$ cat config.mk
export PLATFORM = sky130hd
export DESIGN_NAME = phy_tx_scheduler
export DESIGN_NICKNAME = d
export VERILOG_FILES = /design/src/rtl/phy_tx_scheduler.sv
export SDC_FILE = /design/constraint.sdc
export NUM_CORES = 1
export LEC_CHECK = 0
export BUFFER_PORTS_ARGS = -buffer_cell sky130_fd_sc_hd__buf_2
export CORE_ASPECT_RATIO = 0.7
export CORE_MARGIN = 5
export CORE_UTILIZATION = 52
export DETAILED_ROUTE_END_ITERATION = 8
export GPL_ROUTABILITY_DRIVEN = 0
export PLACE_DENSITY = 0.83
export RECOVER_POWER = 50
export SLEW_MARGIN = 20
export SYNTH_ARGS = -nofsm -noshare
export SYNTH_HDL_FRONTEND = slang
export SYNTH_SLANG_ARGS = --single-unit
$ cat constraint.sdc
create_clock -name clk4f -period 5.3 [get_ports clk4f]
set_input_delay 0.53 -clock clk4f [delete_from_list [all_inputs] [get_ports clk4f]]
set_output_delay 0.53 -clock clk4f [all_outputs]
set_load 0.01 [all_outputs]
$ cat src/rtl/phy_tx_scheduler.sv
// Transmit scheduler in front of the phy. After reset it sends a COM training preamble,
// then arbitrates four requesters round-robin with a burst limit. Output is registered; gnt is combinational.
module phy_tx_scheduler #(
  parameter int          TRAIN_CYCLES = 4,
  parameter logic [7:0]  COM_SYM      = 8'hBC,
  parameter logic [7:0]  IDLE_SYM     = 8'h7C,
  parameter int          MAX_BURST    = 4
) (
  input  logic       clk4f,
  input  logic       reset,
  input  logic [3:0] req,
  input  logic [8:0] in0,
  input  logic [8:0] in1,
  input  logic [8:0] in2,
  input  logic [8:0] in3,
  input  logic       pause,
  output logic [3:0] gnt,
  output logic [8:0] data_out,
  output logic [1:0] lane_id,
  output logic       active
);

  typedef enum logic {TRAIN, ACTIVE} state_t;

  localparam logic [3:0] TRAIN_LAST = 4'(TRAIN_CYCLES - 1);
  localparam logic [3:0] BURST_MAX  = 4'(MAX_BURST);

  state_t     state, state_nxt;
  logic [3:0] train_cnt;
  logic [1:0] next_ptr;      // lane after the last granted one; reset 0 means c = 3
  logic [3:0] burst_cnt;
  logic [1:0] cur;
  logic [1:0] idx;
  logic [1:0] gnt_lane;
  logic       gnt_vld;
  logic [7:0] lane_dat [4];

  assign cur = next_ptr - 2'd1;

  // Valid bits of the inputs are regenerated on output, so only data bits are muxed.
  assign lane_dat[0] = in0[7:0];
  assign lane_dat[1] = in1[7:0];
  assign lane_dat[2] = in2[7:0];
  assign lane_dat[3] = in3[7:0];
  logic unused_msb;
  assign unused_msb = &{1'b0, in0[8], in1[8], in2[8], in3[8]};

  always_comb begin
    state_nxt = state;
    gnt_vld   = 1'b0;
    gnt_lane  = cur;
    idx       = cur;
    case (state)
      TRAIN: begin
        if (train_cnt == TRAIN_LAST) state_nxt = ACTIVE;
      end
      ACTIVE: begin
        if (!pause && (req != 4'b0000)) begin
          // burst_cnt == 0 means nothing granted yet, so there is no lane to stick to
          if ((burst_cnt != 4'd0) && req[cur] && (burst_cnt < BURST_MAX)) begin
            gnt_vld  = 1'b1;
            gnt_lane = cur;
          end else begin
            for (int k = 1; k <= 4; k++) begin
              idx = cur + 2'(k);
              if (!gnt_vld && req[idx]) begin
                gnt_vld  = 1'b1;
                gnt_lane = idx;
              end
            end
          end
        end
      end
      default: state_nxt = TRAIN;
    endcase
    if (reset) gnt_vld = 1'b0;
    gnt = gnt_vld ? (4'b0001 << gnt_lane) : 4'b0000;
  end

  always_ff @(posedge clk4f) begin
    if (reset) begin
      state     <= TRAIN;
      train_cnt <= 4'd0;
      next_ptr  <= 2'd0;
      burst_cnt <= 4'd0;
      data_out  <= 9'h000;
      lane_id   <= 2'd0;
      active    <= 1'b0;
    end else begin
      state <= state_nxt;
      if (state == TRAIN) begin
        data_out  <= {1'b1, COM_SYM};
        lane_id   <= 2'd0;
        train_cnt <= train_cnt + 4'd1;
        if (state_nxt == ACTIVE) active <= 1'b1;
      end else if (gnt_vld) begin
        data_out <= {1'b1, lane_dat[gnt_lane]};
        lane_id  <= gnt_lane;
        if (gnt_lane == cur) begin
          if (burst_cnt < BURST_MAX) burst_cnt <= burst_cnt + 4'd1;
        end else begin
          next_ptr  <= gnt_lane + 2'd1;
          burst_cnt <= 4'd1;
        end
      end else begin
        data_out <= {1'b0, IDLE_SYM};
      end
    end
  end

endmodule
==> run summary <==
Post-synth top area share - 0.307
CTS Buf Count - 3
IR drop worst, VDD - 162 uV
DRT Pass-1 Iters - 4
Period utilisation layout - 0.680
Via/cell ratio - 5.56
Resized cells post-CTS - 0
Synth unique cells - 51
Core area - 2780 um2
Worst path required time - 4.77 ns
Setup-failing EPs final - 0
Root Driver - clkbuf_8
Drt drc - 0
Die width - 74.2 um
TritonCTS clock tree - built
Minimum clock period - 3.60 ns
FP Rows - 16
Ant. Diodes - 0
Syn_area_per_cell - 9.44 um2
Fin. Hold Viols - 0
Async S/R FF share, synth - 0
Die footprint - 4080 um2
Max-slew violations - 0
GRT Total Usage - 0.179
Nets - 258
Sequential Area - 460 um2
Placed Instance Area - 1750 um2
Worst-path cell chain - inv_1 > nor3b_1 > nand2_1 > mux2_2 > inv_2 > ha_1 > and3_1 > buf_2
RSZ-0062 raised after global routing - false
DR iter-0 viols - 67
CP startpoint kind - flip-flop
Layout cells sized above 1 - 0.329
Post-CTS setup buffers - 0
First-pass GRT wire length - 5580 um
Pwr Density - 222 nW/um2
Multi-input logic area - 920 um2
Pleak - 0.821 nW
Clk sink count - 23
Setup TNS - 0 ns
Seq cells post-synth - 23
Chip height - 55.0 um
Status - completed
Area grow syn2layout - 18.4%
DR vias - 1,350
Worst Skew - 0.00292 ns
Gate Count Post-Synth - 159
Worst-path clk slew - 0.08 ns
Ys flop type - dfxtp_1
Fillers - 257
Type of the worst setup path - flip-flop to output port
CP max stage cell - nor3b_1
Initial Util - 0.540
Max frequency - 277 MHz
Vias in the first global route - 1,237
Routed wire length - 3570 um
Critical path arrival - 3.07 ns
Mapped cell area - 1500 um2
Tightest Pin Transition - 1.03 ns
Synth area leaders - dfxtp_1 (31%), ha_1 (5.8%), mux2_4 (5.0%)
Area leader, netlist - dfxtp_1
Final Util - 0.639
Number of I/O port buffers - 54
Hold Crit Class - flip-flop to flip-flop
Ports - 59
Clk_lat worst skew - 0.27 ns
Slowest cell delay on critical path - 0.87 ns
Rel. slew slack - 0.314
Register area share after synthesis - 0.307
Post-DP HPWL - 2700 um
Post-route ant nets - 0
WP buf/inv - 3
Crit. End Element - output port
GRT overflow - 0
Largest net degree at the start of global routing - 20
Clock buffer depth - 2
Delay-heaviest family, CP - simple AND/OR/NAND/NOR gates
Initial antenna violation count - 0
Number of synthesis warnings - 0
Max-cap violations - 0
Critical path peak fanout - 12
Number of enable flip-flop cells after synthesis - 0
Fin Hold WS - 0.494 ns
Wire length per cell - 14.7 um
Post-Layout Inst Area - 1780 um2
H-tree levels - 1
Post-synth net total - 209
Cts hold-fix bufs - 0
[tightest hold or removal path, stage by stage, from the launching register on]
cell     delay [ns]
dfxtp_1        0.34
inv_1          0.07
nor3_1         0.05
[synth_stat cells, drive strengths merged (2+ instances only)]
master	number
a21boi	2
a21oi	8
and2	3
and3	5
buf	8
clkbuf	2
dfxtp	23
ha	7
inv	13
mux2	7
mux2i	3
mux4	3
nand2	6
nand2b	2
nand3	8
nand3b	2
nor2	14
nor3	6
nor3b	3
o2111ai	5
o211a	5
o21ai	3
xor2	3
[worst paths after layout]
check | startpoint | cells past startpoint | slack [ns] | to
hold / removal | burst_cnt[3] | 2 | 0.49 | burst_cnt[3]
setup / recovery | state | 8 | 1.70 | gnt[3]
hold reg to reg | burst_cnt[3] | 2 | 0.49 | burst_cnt[3]
setup reg to reg | state | 7 | 2.20 | data_out[0]
[stage by stage]
step / cells / worst slack (ns) / power, mW
after floorplan: 159 / 2.31 / 0.260
after global placement: 239 / 1.98 / 0.286
after detailed placement: 239 / 1.97 / 0.289
after CTS: 243 / 1.82 / 0.401
after global routing: 243 / 1.48 / 0.418
final: 243 / 1.70 / 0.395
[layout by cell type (no fill, tap or decap), types with 2 or more instances in the layout]
cell and n:
mux4_2 3, nor2_1 14, a21boi_0 2, dfxtp_1 23
ha_1 7, buf_2 42, a21oi_1 8, o2111ai_2 5
clkbuf_1 12, inv_1 11, nand2_1 6, inv_2 2
nor3_1 6, nand3b_1 2, nand3_1 8, and3_1 4
mux2_4 5, and2_1 2, xor2_1 3, o211a_1 5
nand2b_1 2, clkbuf_8 3, mux2_2 2, mux2i_1 3
nor3b_1 3
[logic make-up (layout without fill, tap and decap cells)]
group / Yosys count / in the layout / synth area share
compound gates: 32 / 32 / 0.193
xor+xnor: 4 / 4 / 0.0233
fa+ha+maj: 7 / 7 / 0.0583
buf+inv: 23 / 71 / 0.0775
flops: 23 / 23 / 0.307
mux: 13 / 13 / 0.130
simple gates: 57 / 57 / 0.211
[area by class of cell]
| type | count | share of cell area |
|---|---|---|
| Sequential cell | 23 | 0.259 |
| Clock buffer | 3 | 0.0232 |
| Inverter | 13 | 0.0274 |
| Multi-Input combinational cell | 113 | 0.517 |
| Clock inverter | 1 | 0.00422 |
| Tap cell | 36 | 0.0253 |
| Timing Repair Buffer | 54 | 0.144 |
[state kept, by name (all words and copies together), names as in the netlist]
register   count
lane_id        2
active         1
train_cnt      4
state          1
burst_cnt      4
next_ptr       2
data_out       9
[per-layer routing]
layer | part of all wire | wire length, um | GRT usage | vias up
li1 | - | - | - | 667
met1 | 0.47 | 1670 | 0.246 | 637
met2 | 0.47 | 1660 | 0.282 | 40
met3 | 0.058 | 207 | 0.0397 | 6
met4 | 0.0070 | 25 | 0.0533 | 0
met5 | 0 | 0 | 0 | -
[report_power, final]
group | switching (mW) | total, mW | internal (mW)
Sequential | 0.00914 | 0.193 | 0.184
Clock | 0.0582 | 0.111 | 0.0532
Combinational | 0.0478 | 0.0904 | 0.0426
(Power assumes the default switching activity.)
